### src/rtl/pattern_scanner_if.sv
// Frame handshake and LED-matrix drive signals of the pattern scanner.
// The scanner side uses the slave modport; the frame source / matrix model uses master.
interface pattern_scanner_if #(
  parameter int ROWS = 5,
  parameter int COLS = 24
);
  logic [ROWS*COLS-1:0] PatternSignal;
  logic                 FrameValid;
  logic                 FrameReady;
  logic                 SerData;
  logic                 SerClk;
  logic                 LatchOut;
  logic [ROWS-1:0]      RowEn;
  logic                 NextPattern;
  logic                 ScanBusy;

  modport slave (
    input  PatternSignal, FrameValid,
    output FrameReady, SerData, SerClk, LatchOut, RowEn, NextPattern, ScanBusy
  );

  modport master (
    output PatternSignal, FrameValid,
    input  FrameReady, SerData, SerClk, LatchOut, RowEn, NextPattern, ScanBusy
  );
endinterface

### src/rtl/pattern_scanner.sv
// Double-buffered row scanner for a shift-register LED matrix.
// Each row is shifted MSB first, latched, then lit; scans repeat forever once started.
module pattern_scanner #(
  parameter int ROWS              = 5,
  parameter int COLS              = 24,
  parameter int CLK_DIV           = 2,
  parameter int ON_CYCLES         = 64,
  parameter int SCANS_PER_PATTERN = 16
) (
  input  logic              Clock,
  input  logic              reset,
  pattern_scanner_if.slave  bus
);
  // state   | meaning
  // S_IDLE  | no frame seen since reset, matrix dark
  // S_SHIFT | shifting active row out, RowEn blanked
  // S_LATCH | one-cycle latch strobe
  // S_ON    | row lit for ON_CYCLES cycles
  typedef enum logic [1:0] {S_IDLE, S_SHIFT, S_LATCH, S_ON} state_t;

  localparam int FW = ROWS * COLS;
  localparam int RW = $clog2(ROWS + 1);
  localparam int BW = $clog2(COLS + 1);
  localparam int DW = $clog2(2 * CLK_DIV + 1);
  localparam int OW = $clog2(ON_CYCLES + 1);
  localparam int SW = $clog2(SCANS_PER_PATTERN + 1);

  localparam logic [RW-1:0] ROW_LAST  = RW'(ROWS - 1);
  localparam logic [BW-1:0] BIT_LAST  = BW'(COLS - 1);
  localparam logic [DW-1:0] DIV_LAST  = DW'(2 * CLK_DIV - 1);
  localparam logic [DW-1:0] DIV_HALF  = DW'(CLK_DIV);
  localparam logic [OW-1:0] ON_LAST   = OW'(ON_CYCLES - 1);
  localparam logic [SW-1:0] SCAN_LAST = SW'(SCANS_PER_PATTERN - 1);

  state_t          state_q, state_d;
  logic [FW-1:0]   active_q, active_d;
  logic [FW-1:0]   shadow_q, shadow_d;
  logic            pending_q, pending_d;
  logic [RW-1:0]   row_q, row_d;
  logic [BW-1:0]   bit_q, bit_d;
  logic [DW-1:0]   div_q, div_d;
  logic [OW-1:0]   on_q, on_d;
  logic [SW-1:0]   scan_q, scan_d;
  logic            next_pattern_q, next_pattern_d;

  logic            accept;
  logic            swap;
  logic [COLS-1:0] row_bits;
  logic [COLS-1:0] row_shifted;

  always_ff @(posedge Clock) begin
    if (reset) begin
      state_q        <= S_IDLE;
      active_q       <= '0;
      shadow_q       <= '0;
      pending_q      <= 1'b0;
      row_q          <= '0;
      bit_q          <= '0;
      div_q          <= '0;
      on_q           <= '0;
      scan_q         <= '0;
      next_pattern_q <= 1'b0;
    end else begin
      state_q        <= state_d;
      active_q       <= active_d;
      shadow_q       <= shadow_d;
      pending_q      <= pending_d;
      row_q          <= row_d;
      bit_q          <= bit_d;
      div_q          <= div_d;
      on_q           <= on_d;
      scan_q         <= scan_d;
      next_pattern_q <= next_pattern_d;
    end
  end

  always_comb begin
    accept         = bus.FrameValid & ~pending_q;
    swap           = 1'b0;
    state_d        = state_q;
    active_d       = active_q;
    shadow_d       = shadow_q;
    pending_d      = pending_q;
    row_d          = row_q;
    bit_d          = bit_q;
    div_d          = div_q;
    on_d           = on_q;
    scan_d         = scan_q;
    next_pattern_d = 1'b0;

    case (state_q)
      S_IDLE: begin
        if (pending_q || accept) begin
          state_d = S_SHIFT;
          row_d   = '0;
          swap    = 1'b1;
        end
      end
      S_SHIFT: begin
        if (div_q == DIV_LAST) begin
          div_d = '0;
          if (bit_q == BIT_LAST) begin
            bit_d   = '0;
            state_d = S_LATCH;
          end else begin
            bit_d = bit_q + BW'(1);
          end
        end else begin
          div_d = div_q + DW'(1);
        end
      end
      S_LATCH: begin
        on_d    = '0;
        state_d = S_ON;
      end
      S_ON: begin
        if (on_q == ON_LAST) begin
          on_d    = '0;
          state_d = S_SHIFT;
          if (row_q == ROW_LAST) begin
            row_d = '0;
            swap  = 1'b1;
            if (scan_q == SCAN_LAST) begin
              scan_d         = '0;
              next_pattern_d = 1'b1;
            end else begin
              scan_d = scan_q + SW'(1);
            end
          end else begin
            row_d = row_q + RW'(1);
          end
        end else begin
          on_d = on_q + OW'(1);
        end
      end
      default: state_d = S_IDLE;
    endcase

    // A frame accepted on the swap edge bypasses the shadow buffer entirely.
    if (swap && accept) begin
      active_d = bus.PatternSignal;
    end else if (swap && pending_q) begin
      active_d  = shadow_q;
      pending_d = 1'b0;
    end else if (accept) begin
      shadow_d  = bus.PatternSignal;
      pending_d = 1'b1;
    end
  end

  always_comb begin
    row_bits = '0;
    for (int r = 0; r < ROWS; r++) begin
      if (row_q == RW'(r)) row_bits = active_q[(ROWS-1-r)*COLS +: COLS];
    end
    row_shifted     = row_bits << bit_q;
    bus.FrameReady  = ~pending_q;
    bus.SerData     = (state_q == S_SHIFT) & row_shifted[COLS-1];
    bus.SerClk      = (state_q == S_SHIFT) && (div_q >= DIV_HALF);
    bus.LatchOut    = (state_q == S_LATCH);
    bus.RowEn       = (state_q == S_ON) ? (ROWS'(1) << row_q) : '0;
    bus.NextPattern = next_pattern_q;
    bus.ScanBusy    = (state_q != S_IDLE);
  end
endmodule

### src/flat_wrapper.sv
// flat-port wrapper written by rule: the top's interface ports become plain ports
module pattern_scanner_flat 
#(
  parameter int ROWS              = 5,
  parameter int COLS              = 24,
  parameter int CLK_DIV           = 2,
  parameter int ON_CYCLES         = 64,
  parameter int SCANS_PER_PATTERN = 16
)
  (Clock, reset, bus_PatternSignal, bus_FrameValid, bus_FrameReady, bus_SerData, bus_SerClk, bus_LatchOut, bus_RowEn, bus_NextPattern, bus_ScanBusy);
  pattern_scanner_if #(.ROWS(ROWS), .COLS(COLS)) bus_i ();
  input  logic Clock;
  input  logic reset;
  input wire logic [$bits(bus_i.PatternSignal)-1:0] bus_PatternSignal;
  input wire logic [$bits(bus_i.FrameValid)-1:0] bus_FrameValid;
  output wire logic [$bits(bus_i.FrameReady)-1:0] bus_FrameReady;
  output wire logic [$bits(bus_i.SerData)-1:0] bus_SerData;
  output wire logic [$bits(bus_i.SerClk)-1:0] bus_SerClk;
  output wire logic [$bits(bus_i.LatchOut)-1:0] bus_LatchOut;
  output wire logic [$bits(bus_i.RowEn)-1:0] bus_RowEn;
  output wire logic [$bits(bus_i.NextPattern)-1:0] bus_NextPattern;
  output wire logic [$bits(bus_i.ScanBusy)-1:0] bus_ScanBusy;
  assign bus_i.PatternSignal = bus_PatternSignal;
  assign bus_i.FrameValid = bus_FrameValid;
  assign bus_FrameReady = bus_i.FrameReady;
  assign bus_SerData = bus_i.SerData;
  assign bus_SerClk = bus_i.SerClk;
  assign bus_LatchOut = bus_i.LatchOut;
  assign bus_RowEn = bus_i.RowEn;
  assign bus_NextPattern = bus_i.NextPattern;
  assign bus_ScanBusy = bus_i.ScanBusy;
  pattern_scanner #(.ROWS(ROWS), .COLS(COLS), .CLK_DIV(CLK_DIV), .ON_CYCLES(ON_CYCLES), .SCANS_PER_PATTERN(SCANS_PER_PATTERN)) u_core (.Clock(Clock), .reset(reset), .bus(bus_i));
endmodule
### config.mk
export PLATFORM = sky130hd
export DESIGN_NAME = pattern_scanner_flat
export DESIGN_NICKNAME = d
export VERILOG_FILES = /design/src/rtl/pattern_scanner_if.sv /design/src/rtl/pattern_scanner.sv /design/src/flat_wrapper.sv
export SDC_FILE = /design/constraint.sdc
export NUM_CORES = 1
export LEC_CHECK = 0
export BUFFER_PORTS_ARGS = -buffer_cell sky130_fd_sc_hd__buf_2
export CAP_MARGIN = 40
export CORE_ASPECT_RATIO = 0.8
export CORE_MARGIN = 2
export CORE_UTILIZATION = 48
export CTS_CLUSTER_SIZE = 16
export DETAILED_ROUTE_END_ITERATION = 7
export GPL_TIMING_DRIVEN = 0
export PLACE_DENSITY = 0.67
export SLEW_MARGIN = 20
export SYNTH_ARGS = -nofsm -noshare
export SYNTH_HDL_FRONTEND = slang
export SYNTH_SLANG_ARGS = --single-unit
export TNS_END_PERCENT = 5
### constraint.sdc
create_clock -name Clock -period 2.85 [get_ports Clock]
set_input_delay 0.1425 -clock Clock [delete_from_list [all_inputs] [get_ports Clock]]
set_output_delay 0.1425 -clock Clock [all_outputs]
set_load 0.05 [all_outputs]
### Word level (Yosys, flattened, before mapping)

Cells that the tools add are included.

| storage, ports and cells | value |
|---|---|
| logic and storage cells | 88 |
| bits in registers | 267 |
| input port bits | 123 |
| output and inout port bits | 11 |

| cells by class | value |
|---|---|
| shift-type cells | 2 |
| mux-type cells | 29 |
| reduce and logical (&&, ||, !) cells | 18 |
| add/sub/neg operators | 5 |
| eq/ne operators | 15 |
| order comparisons | 1 |
| bitwise gates (word level) | 8 |

Operators by type and width:

| kind | number |
|---|---|
| two-way mux 120 bit | 2 |
| two-way mux 24 bit | 5 |
| << shifter 24 x 5 -> 24 bit | 1 |
| two-way mux 5 bit | 3 |
| one-hot mux 7 bit (2 select lines) | 1 |
| two-way mux 3 bit | 4 |
| adder 5 x 1 -> 5 bit (second input constant) | 2 |
| nonzero test 2 bit | 5 |
| == test 3 x 2 -> 1 bit (second input constant) | 3 |
| AND reduction 3 bit | 3 |
| two-way mux 2 bit | 4 |
| != test 2 x 1 -> 1 bit (second input constant) | 4 |
| one-hot mux 2 bit (4 select lines) | 1 |
| adder 7 x 1 -> 7 bit (second input constant) | 1 |
| == test 7 x 6 -> 1 bit (second input constant) | 1 |
| two-way mux 7 bit | 1 |
| adder 3 x 1 -> 3 bit (second input constant) | 2 |
| two-way mux 1 bit | 6 |
| inverter 1 bit | 6 |
| one-hot mux 3 bit (2 select lines) | 1 |
| == test 5 x 4 -> 1 bit (second input constant) | 1 |
| == test 5 bit (second input constant) | 1 |
| << shifter 1 x 3 -> 5 bit (first input constant) | 1 |
| == test 2 bit (second input constant) | 2 |
| other kinds (13) | 17 |

### Logic depth before layout (Yosys ltp)

Gate-level depths: netlist of the first run.

| depth | value |
|---|---|
| depth after elaboration | 8 |
| depth in mapped cells | 13 |
| depth with buffers taken out | 8 |

### Worst setup path after synthesis of the first run

Ideal clock, no wire load.

| timing | value |
|---|---|
| kind | flip-flop to output port |
| start | register u_core.row_q[2] |
| end | output bus_SerData |
| buffers on the path | 3 |
| arrival time | 3.259 ns |
| required time | 2.707 ns |
| path slack | -0.552 ns |
| stages on the path, launching flop included | 11 |
| cells stage by stage | dfxtp_1 -> buf_6 -> clkbuf_1 -> inv_1 -> ha_1 -> clkbuf_1 -> a21oi_1 -> o211ai_1 -> a211o_1 -> a221o_1 -> a2111oi_2 |

| between the ends | value |
|---|---|
| word-level cells in the longest chain between the ends | 8 |
| elaborated cells between the ends (all ways) | 12 |
| classes of those cells | eq/ne: 4; shift: 1; mux: 5; bitwise: 1; reduce/logical: 1 |

RTL lines:

| element | line | text |
|---|---|---|
| start, declared | pattern_scanner.sv:39 | `logic [RW-1:0] row_q, row_d;` |
| start signal, assigned | pattern_scanner.sv:68 | `row_q <= row_d;` |
| zero test 3 bit | pattern_scanner.sv:154 | `if (row_q == RW'(r)) row_bits = active_q[(ROWS-1-r)*COLS +: COLS];` |
| two-way mux 24 bit (4 in a row) | pattern_scanner.sv:154 |  |
| two-way mux 24 bit * | pattern_scanner.sv:154 |  |
| << shifter 24 x 5 -> 24 bit * | pattern_scanner.sv:156 | `row_shifted = row_bits << bit_q;` |
| bitwise AND 1 bit * | pattern_scanner.sv:158 | `bus.SerData = (state_q == S_SHIFT) & row_shifted[COLS-1];` |
| end, declared | flat_wrapper.sv:17 | `output wire logic [$bits(bus_i.SerData)-1:0] bus_SerData;` |

Every way passes the cells marked *; elsewhere a longest branch is shown, timed or not.

### Final worst setup path of the first run

| timing | value |
|---|---|
| start | register u_core.row_q[0] |
| end | output bus_SerData |

The elaborated chain is that of the path after synthesis.

==> metrics.md, run 1 <==
| Metric | Value |
|---|---|
| Hpwl dp | `28.8 mm` |
| Worst-Skew Late Latency | `550 ps` |
| Hold WS | `44.0 ps` |
| Crit-path cells | `inv_4 > buf_4 > ha_4 > nor2b_2 > buf_6 > buf_8 > a211oi_1 > a221o_1 > a211oi_2 > o32ai_2 > a2111oi_4 > buf_6` |
| Die Area | `about 27,000 um^2` |
| Final Worst Setup Slack | `-521 ps` |
| Via count | `13,100` |
| Worst endpoint required time | `~2700 ps` |
| Total global routing overflow | `0` |
| Final layout net count | `2,131` |
| Yosys reg bits | `267` |
| Cell Int Power | `0.00894 W` |
| Post-layout minimum cycle time | `3370 ps` |
| Clock Skew | `12.2 ps` |
| Number of flops mapped to enable cells by yosys | `0` |
| Port buffer count | `between 100 and 150` |
| Dominant cells by area after synthesis | `dfxtp_1 (43%), nand2_1 (12%), nor2_1 (8.3%), a211oi_1 (7.7%), a21oi_1 (6.2%)` |
| Worst Path Buf+Inv | `5` |
| Chip width | `around 180 um` |
| Reg clk slew, reported paths | `70 ps` |
| R2r setup slk | `120 ps` |
| Setup crit start kind | `register` |
| Hold Fails Final Rpt | `0` |
| Clock sinks | `267` |
| Die height | `between 100 and 150 um` |
| Via density | `5.61` |
| CTS Buf Count | `27` |
| Comb power frac | `36.2%` |
| Core Region | `25,300 um^2` |
| Commonest cells in the netlist | `nand2_1 (401), nor2_1 (272), dfxtp_1 (267)` |
| Cell type with the largest total area after synthesis | `dfxtp_1` |
| Initial antenna violation count | `0` |
| Max-cap viol count | `0` |
| Total GRT Usage | `30.5%` |
| Worst slew pin tran | `881 ps` |
| Syn Area/Cell | `7.27 um^2` |
| # DRC | `0` |
| Clock power share | `26.7%` |
| HP Class | `input port to register` |
| Synth Net Count | `1,835` |
| Area Growth Syn to Fin | `30.3%` |
| WP data arrival | `3230 ps` |
| Hold_sp | `reset` |
| CTS H-tree lvls | `1` |
| Cell mode on critical path | `buf_6` |
| Crit path max fanout | `8` |
| Initial core utilization | `between 40% and 50%` |
| Reg-to-reg endpoint | `u_core.shadow_q[82]` |
| DRT Pass-1 Iters | `6` |
| Status | `finished with violations` |
| Largest net degree at the start of global routing | `15` |
| Critical path capture point type | `primary output` |
| Slew Limit Fails | `0` |
| Fill cells | `~2,300` |
| Main synth FF type | `dfxtp_1` |
| Placed cell areas | `roughly 14,000 um^2` |
| Max incr delay on CP | `430 ps` |
| Sw Ratio | `39.0%` |
| Io pins | `134` |
| Final Cell Area | `between 15,000 and 20,000 um^2` |
| Detail Route Antenna Nets | `0` |
| Yosys top cell area share | `43.3%` |
| Vias in the first global route | `12,200` |
| Drt total wl | `between 40 and 50 mm` |
| N_diodes | `0` |
| Row Count | `52` |
| Peak VDD IR | `0.487 mV` |
| Crit-path slowest cell | `a2111oi_4` |
| Layout cells sized above 1 | `around 14%` |
| Setup violators final | `1` |
| Worst hold stages | `3` |
| Most common cell in the netlist | `nand2_1` |
| Avg WL per Cell | `17.9 um` |
| Kind of critical path | `register to primary output` |
| Slew Limit Headroom | `41.3%` |
| Net Switching | `0.00572 W` |
| Failing checks | `setup timing` |
| First-pass GRT wire length | `65.5 mm` |
| Cell family with most CP delay | `compound AO/OA/AOI/OAI gates` |
| FFs w/ async S/R, synth | `0%` |
| Clock Path Buffers | `3` |
| CTS tree | `done` |
| Pwr dens | `911 nW/um^2` |
| Worst hold endpoint | `u_core.scan_q[4]` |
| Fin util | `between 60% and 70%` |
| Fin crit share | `118%` |
| Fmax | `297 MHz` |
| Yosys cell types | `57` |
| Post-synth design cell area | `12,400 um^2` |
| R2R depth | `10` |
| Post-Syn Instances | `1,698` |
| Register share of total power | `between 30% and 40%` |
| Total Neg Setup Slack | `-521 ps` |
| Clk Tree Root Cell | `clkbuf_16` |
| Sequential fraction of the synthesis area | `43.3%` |
| Reg-to-Reg Start | `u_core.state_q[0]` |
| Leak pwr | `6.22 nW` |
| Unrepaired setup endpoints after global routing | `yes` |
| Final GP Congestion | `between 0.9 and 1` |
| Yosys warns | `0` |
| DR iter-0 viols | `between 1,000 and 1,500` |
[registers in the layout, summed over array words and instances, names as in the netlist]
| signal | flops |
|---|---|
| u_core.row_q | 3 |
| u_core.bit_q | 5 |
| u_core.div_q | 3 |
| u_core.state_q | 2 |
| u_core.pending_q | 1 |
| u_core.shadow_q | 120 |
| u_core.active_q | 120 |
| u_core.on_q | 7 |
| u_core.bus.NextPattern | 1 |
| u_core.scan_q | 5 |
[worst max path at each step]
stage | from | end | cells after the start | slack, ps
floorplan | u_core.row_q[1] | bus_SerData | 9 | 10
global route | u_core.row_q[0] | bus_SerData | 11 | -590
detailed placement | u_core.row_q[0] | bus_SerData | 11 | -490
finish | u_core.row_q[0] | bus_SerData | 12 | -520
CTS | u_core.row_q[0] | bus_SerData | 11 | -560
global placement | u_core.row_q[0] | bus_SerData | 11 | -510
[worst register-to-register path: cells and delay by family, from the launching register on]
family,cells,cell delay [ps]
compound gates,2,260
fa+ha+maj,1,210
buf+inv,3,820
simple gates,4,1000
flops,1,360
[area by class of cell]
type                       instances  area, um^2  area share, %
inverter                          16        65.1          0.404
tap                              324         405           2.52
timing repair buffer             271        2070           12.9
clock buffer                      36         800           4.97
sequential                       267        5350           33.2
buffer                           150         748           4.65
multi-input combinational       1261        6470           40.2
clock inverter                    14         183           1.13
[repair_timing]
item,CTS,global route
setup endpoints to repair,202,211
endpoints found under the hold margin,120,0
gates cloned,0,1
hold buffers,120,0
pin swaps,11,15
setup buffers,10,6
resized for setup,56,39
[layout by cell type (no fill, tap or decap), drive strengths merged, types with 4 or more instances in the layout]
cell type    Yosys  final
nor2           272    272
mux2i            4      4
a221oi          15     15
inv             16     18
clkinv           0      6
a211oi         126    126
a21oi          152    152
a311oi           4      4
a221o            5      5
nand2          401    401
nand4            6      6
ha              14     14
buf             46    194
clkbuf         108    143
nor3b           10     10
o311ai           6      6
bufinv           0      4
nand3           10     10
and3            10     10
nand2b           9      9
and2             6      6
nand3b           8      8
o21ai          144    144
o211ai           5      5
dfxtp          267    267
nor3             9      9
dlygate4sd3      0    120
nor2b            6      6
[power by group through the flow]
stage	clock network, W	registers (W)	logic, W
5_1_grt	0.00409	0.00553	0.00588
2_1_floorplan	0	0.00518	0.00352
4_1_cts	0.00393	0.00542	0.00517
3_5_place_dp	0	0.00549	0.00492
6_report	0.00391	0.00545	0.00530
3_3_place_gp	0	0.00546	0.00481
[metal layers]
layer	routed length (um)	GRT usage (%)	share of wire [%]	vias to the layer above
li1	-	-	-	6392
met1	19600	45.0	47	6178
met2	18400	46.7	44	475
met3	2800	3.87	6.7	69
met4	1100	8.64	2.6	0
met5	0	0	0	-
[stage by stage]
| stage | total power, W | std cells | setup WS, ps |
|---|---|---|---|
| 2_1_floorplan | 0.00870 | 1698 | 10.7 |
| 3_3_place_gp | 0.0103 | 2153 | -509 |
| 3_5_place_dp | 0.0104 | 2156 | -489 |
| 4_1_cts | 0.0145 | 2334 | -564 |
| 5_1_grt | 0.0155 | 2339 | -595 |
| 6_report | 0.0147 | 2339 | -521 |
[cell families (layout without fill, tap and decap cells)]
family	after synthesis	in the layout	share of synthesized area, %
and+or+nand+nor	757	757	24.9
DFF	267	267	43.3
AOI/OAI and AO/OA	483	483	24.0
muxes	5	5	0.415
adders and majority gates	14	14	1.42
buffers and inverters	170	487	5.82
xor gates and xnor gates	2	2	0.142
Note: power is estimated with default switching activity, not from simulation.
==> inputs of run 2 (changes only) <==
==> constraint.sdc (replaced) <==
create_clock -name Clock -period 4.2 [get_ports Clock]
set_input_delay 0.21 -clock Clock [delete_from_list [all_inputs] [get_ports Clock]]
set_output_delay 0.21 -clock Clock [all_outputs]
set_load 0.05 [all_outputs]
==> run 2 against run 1 <==
Net effect:
- the flow now finishes without violations
- clock power is 36% lower
- die area stayed put
- worst setup slack better by 670 ps
- critical path type unchanged
- non-clock buffer count is 14 lower
- largest cell class unchanged
- final area is 3.1% lower
- hold slack better by 86 ps
==> metrics.md, run 2 (same netlist as run 1, synthesis figures left out) <==
| Metric | Value |
|---|---|
| R2r setup slk | `870 ps (+750 ps)` |
| Reg clk slew, reported paths | `60 ps (about the same)` |
| Die Area | `27,000 um^2 (unchanged)` |
| Avg WL per Cell | `17.8 um (-0.84%)` |
| Row Count | `52 (unchanged)` |
| DR iter-0 viols | `1,191 (-6.1%)` |
| Slew Limit Fails | `0 (unchanged)` |
| Crit path max fanout | `10 (+2)` |
| CP startpoint | `u_core.row_q[2]` |
| Fill cells | `2,308 (+1.5%)` |
| Final Cell Area | `15,600 um^2 (-3.1%)` |
| Max-cap viol count | `0 (unchanged)` |
| Leak pwr | `6.01 nW (-3.4%)` |
| Setup crit end | `bus_SerData` |
| Reg-to-reg endpoint | `u_core.shadow_q[86]` |
| Peak VDD IR | `0.347 mV (-29%)` |
| Reg-to-Reg Start | `u_core.row_q[0]` |
| Clock Skew | `23.5 ps (+11.3 ps)` |
| Non-filler instance count after layout | `2,322 (-0.73%)` |
| Final layout net count | `2,118 (-0.61%)` |
| Chip width | `183 um (unchanged)` |
| CTS H-tree lvls | `1 (unchanged)` |
| R2R depth | `11 (+1)` |
| Area Growth Syn to Fin | `26.3%` |
| Most frequent cells in the layout | `nand2_1 (401), nor2_1 (272), dfxtp_1 (267)` |
| Status | `finished, final reports clean` |
| DRT Pass-1 Iters | `6 (unchanged)` |
| CTS Buf Count | `28 (+3.7%)` |
| Fin crit share | `96.5%` |
| Kind of critical path | `register to primary output` |
| Io pins | `134 (unchanged)` |
| Worst-Skew Late Latency | `550 ps (about the same)` |
| Core Region | `25,300 um^2 (unchanged)` |
| Clock Path Buffers | `3 (unchanged)` |
| Layout cells sized above 1 | `11.5% (-2.9 points)` |
| N_diodes | `0 (unchanged)` |
| Setup crit start kind | `register` |
| Setup violators final | `0 (-1)` |
| Die height | `147 um (unchanged)` |
| Initial antenna violation count | `0 (unchanged)` |
| Detail Route Antenna Nets | `0 (unchanged)` |
| Biggest regs | `u_core.active_q x120, u_core.shadow_q x120, u_core.on_q x7` |
| Clock sinks | `267 (unchanged)` |
| Total Neg Setup Slack | `0 ps (+521 ps)` |
| Vias in the first global route | `12,000 (-1.1%)` |
| Comb power frac | `36.0% (-0.2 points)` |
| CTS tree | `done` |
| Sw Ratio | `39.1% (+0.11 points)` |
| Via density | `5.57 (-0.71%)` |
| Slew Limit Headroom | `41.6% (+0.33 points)` |
| Critical path capture point type | `primary output` |
| Total GRT Usage | `29.7% (-0.75 points)` |
| Clk Tree Root Cell | `clkbuf_16` |
| Cell Int Power | `0.00589 W (-34%)` |
| Commonest non-fill, non-tap cell in the layout | `nand2_1` |
| Largest net degree at the start of global routing | `14 (-1)` |
| Drt total wl | `41.2 mm (-1.6%)` |
| Register share of total power | `38.1% (+0.9 points)` |
| Total global routing overflow | `0 (unchanged)` |
| WP data arrival | `3840 ps (+610 ps)` |
| Port buffer count | `131 (unchanged)` |
| Unrepaired setup endpoints after global routing | `no` |
| Initial core utilization | `48.8% (unchanged)` |
| Net Switching | `0.00378 W (-34%)` |
| Worst slew pin tran | `876 ps (-4.89 ps)` |
| Pwr dens | `620 nW/um^2 (-32%)` |
| Hold Fails Final Rpt | `0 (unchanged)` |
| # DRC | `0 (unchanged)` |
| Hold_sp | `reset` |
| Post-layout minimum cycle time | `between 4000 and 5000 ps` |
| Final GP Congestion | `1.05 (+7.5%)` |
| First-pass GRT wire length | `64.1 mm (-2.2%)` |
| Post-CTS Setup Inserts | `0 (-10)` |
| Clock power share | `25.9% (-0.8 points)` |
| Worst endpoint required time | `3990 ps (+1280 ps)` |
| Via count | `12,900 (-1.4%)` |
| Placed Cells | `2,156 (unchanged)` |
| Hpwl dp | `28.7 mm (-0.51%)` |
| Placed cell areas | `13,500 um^2 (-0.43%)` |
| HP Class | `input port to register` |
| Fmax | `247 MHz` |
==> run 2: changes by cell type in the layout (fill, tap and decap cells not counted), sizes merged <==
| cell | before | now |
|---|---|---|
| buf | 194 | 180 |
| bufinv | 4 | 0 |
| clkbuf | 143 | 153 |
| clkinv | 6 | 1 |
| clkinvlp | 2 | 0 |
| inv | 18 | 16 |
==> run 2: area by class of cell <==
cell class / instances / area, um^2 / area share (%)
plain buffers: 153 / 661 / 4.24
repair buffers: 254 / 1900 / 12.2
multi-input cells: 1261 / 6300 / 40.4
inverters: 16 / 60.1 / 0.385
well taps: 324 / 405 / 2.60
clock inverters: 1 / 5.00 / 0.0321
clock buffers: 46 / 920 / 5.90
flip-flops and latches: 267 / 5350 / 34.3
==> run 2: worst min-delay path by stage <==
| stage | to | cells past startpoint |
|---|---|---|
| floorplan | u_core.shadow_q[0] | 2 |
| CTS | u_core.scan_q[4] | 3 |
| detailed placement | u_core.shadow_q[23] | 2 |
| global placement | u_core.shadow_q[101] | 2 |
| finish | u_core.scan_q[4] | 3 |
| global route | u_core.scan_q[4] | 3 |
==> run 2: critical path, stage by stage, from the launching register on <==
cell	delay, ps
dfxtp_1	310
buf_6	140
clkbuf_2	200
inv_1	100
ha_1	390
buf_2	300
nand2_1	90
o211ai_1	310
o21a_1	180
a21oi_1	90
a221o_1	360
a2111oi_2	520
buf_4	290
==> run 2: metrics by stage <==
stage               total power [W]  setup slack (ps)  hold slack, ps  util, %
global placement            0.00694               311             438     53.0
CTS                         0.00960              26.1             116     61.6
floorplan                   0.00590               731             346        -
detailed placement          0.00703               295             443     53.2
global route                 0.0102              68.4             135     61.6
finish                      0.00967               149             130     61.6
==> run 2: per-layer routing <==
layer  up-vias  global-route usage [%]  part of all wire, %
li1       6342                       -                    -
met4         0                    6.60                  2.1
met1      6088                    43.4                   48
met2       436                    46.2                   43
met5         -                       0                    0
met3        60                    4.80                  6.7
==> run 2: timing repair <==
item	4_1_cts	5_1_grt
hold buffers	120	0
endpoints found under the hold margin	120	0
gates cloned	0	0
endpoints found under the setup margin	1	1
pin swaps	1	1
gates resized for setup	5	6
==> run 2: power by group through the flow <==
stage	clock (W)	sequential [W]	combinational [W]
6_report	0.00250	0.00369	0.00348
4_1_cts	0.00251	0.00367	0.00342
3_3_place_gp	0	0.00370	0.00325
2_1_floorplan	0	0.00351	0.00238
3_5_place_dp	0	0.00372	0.00332
5_1_grt	0.00262	0.00374	0.00387
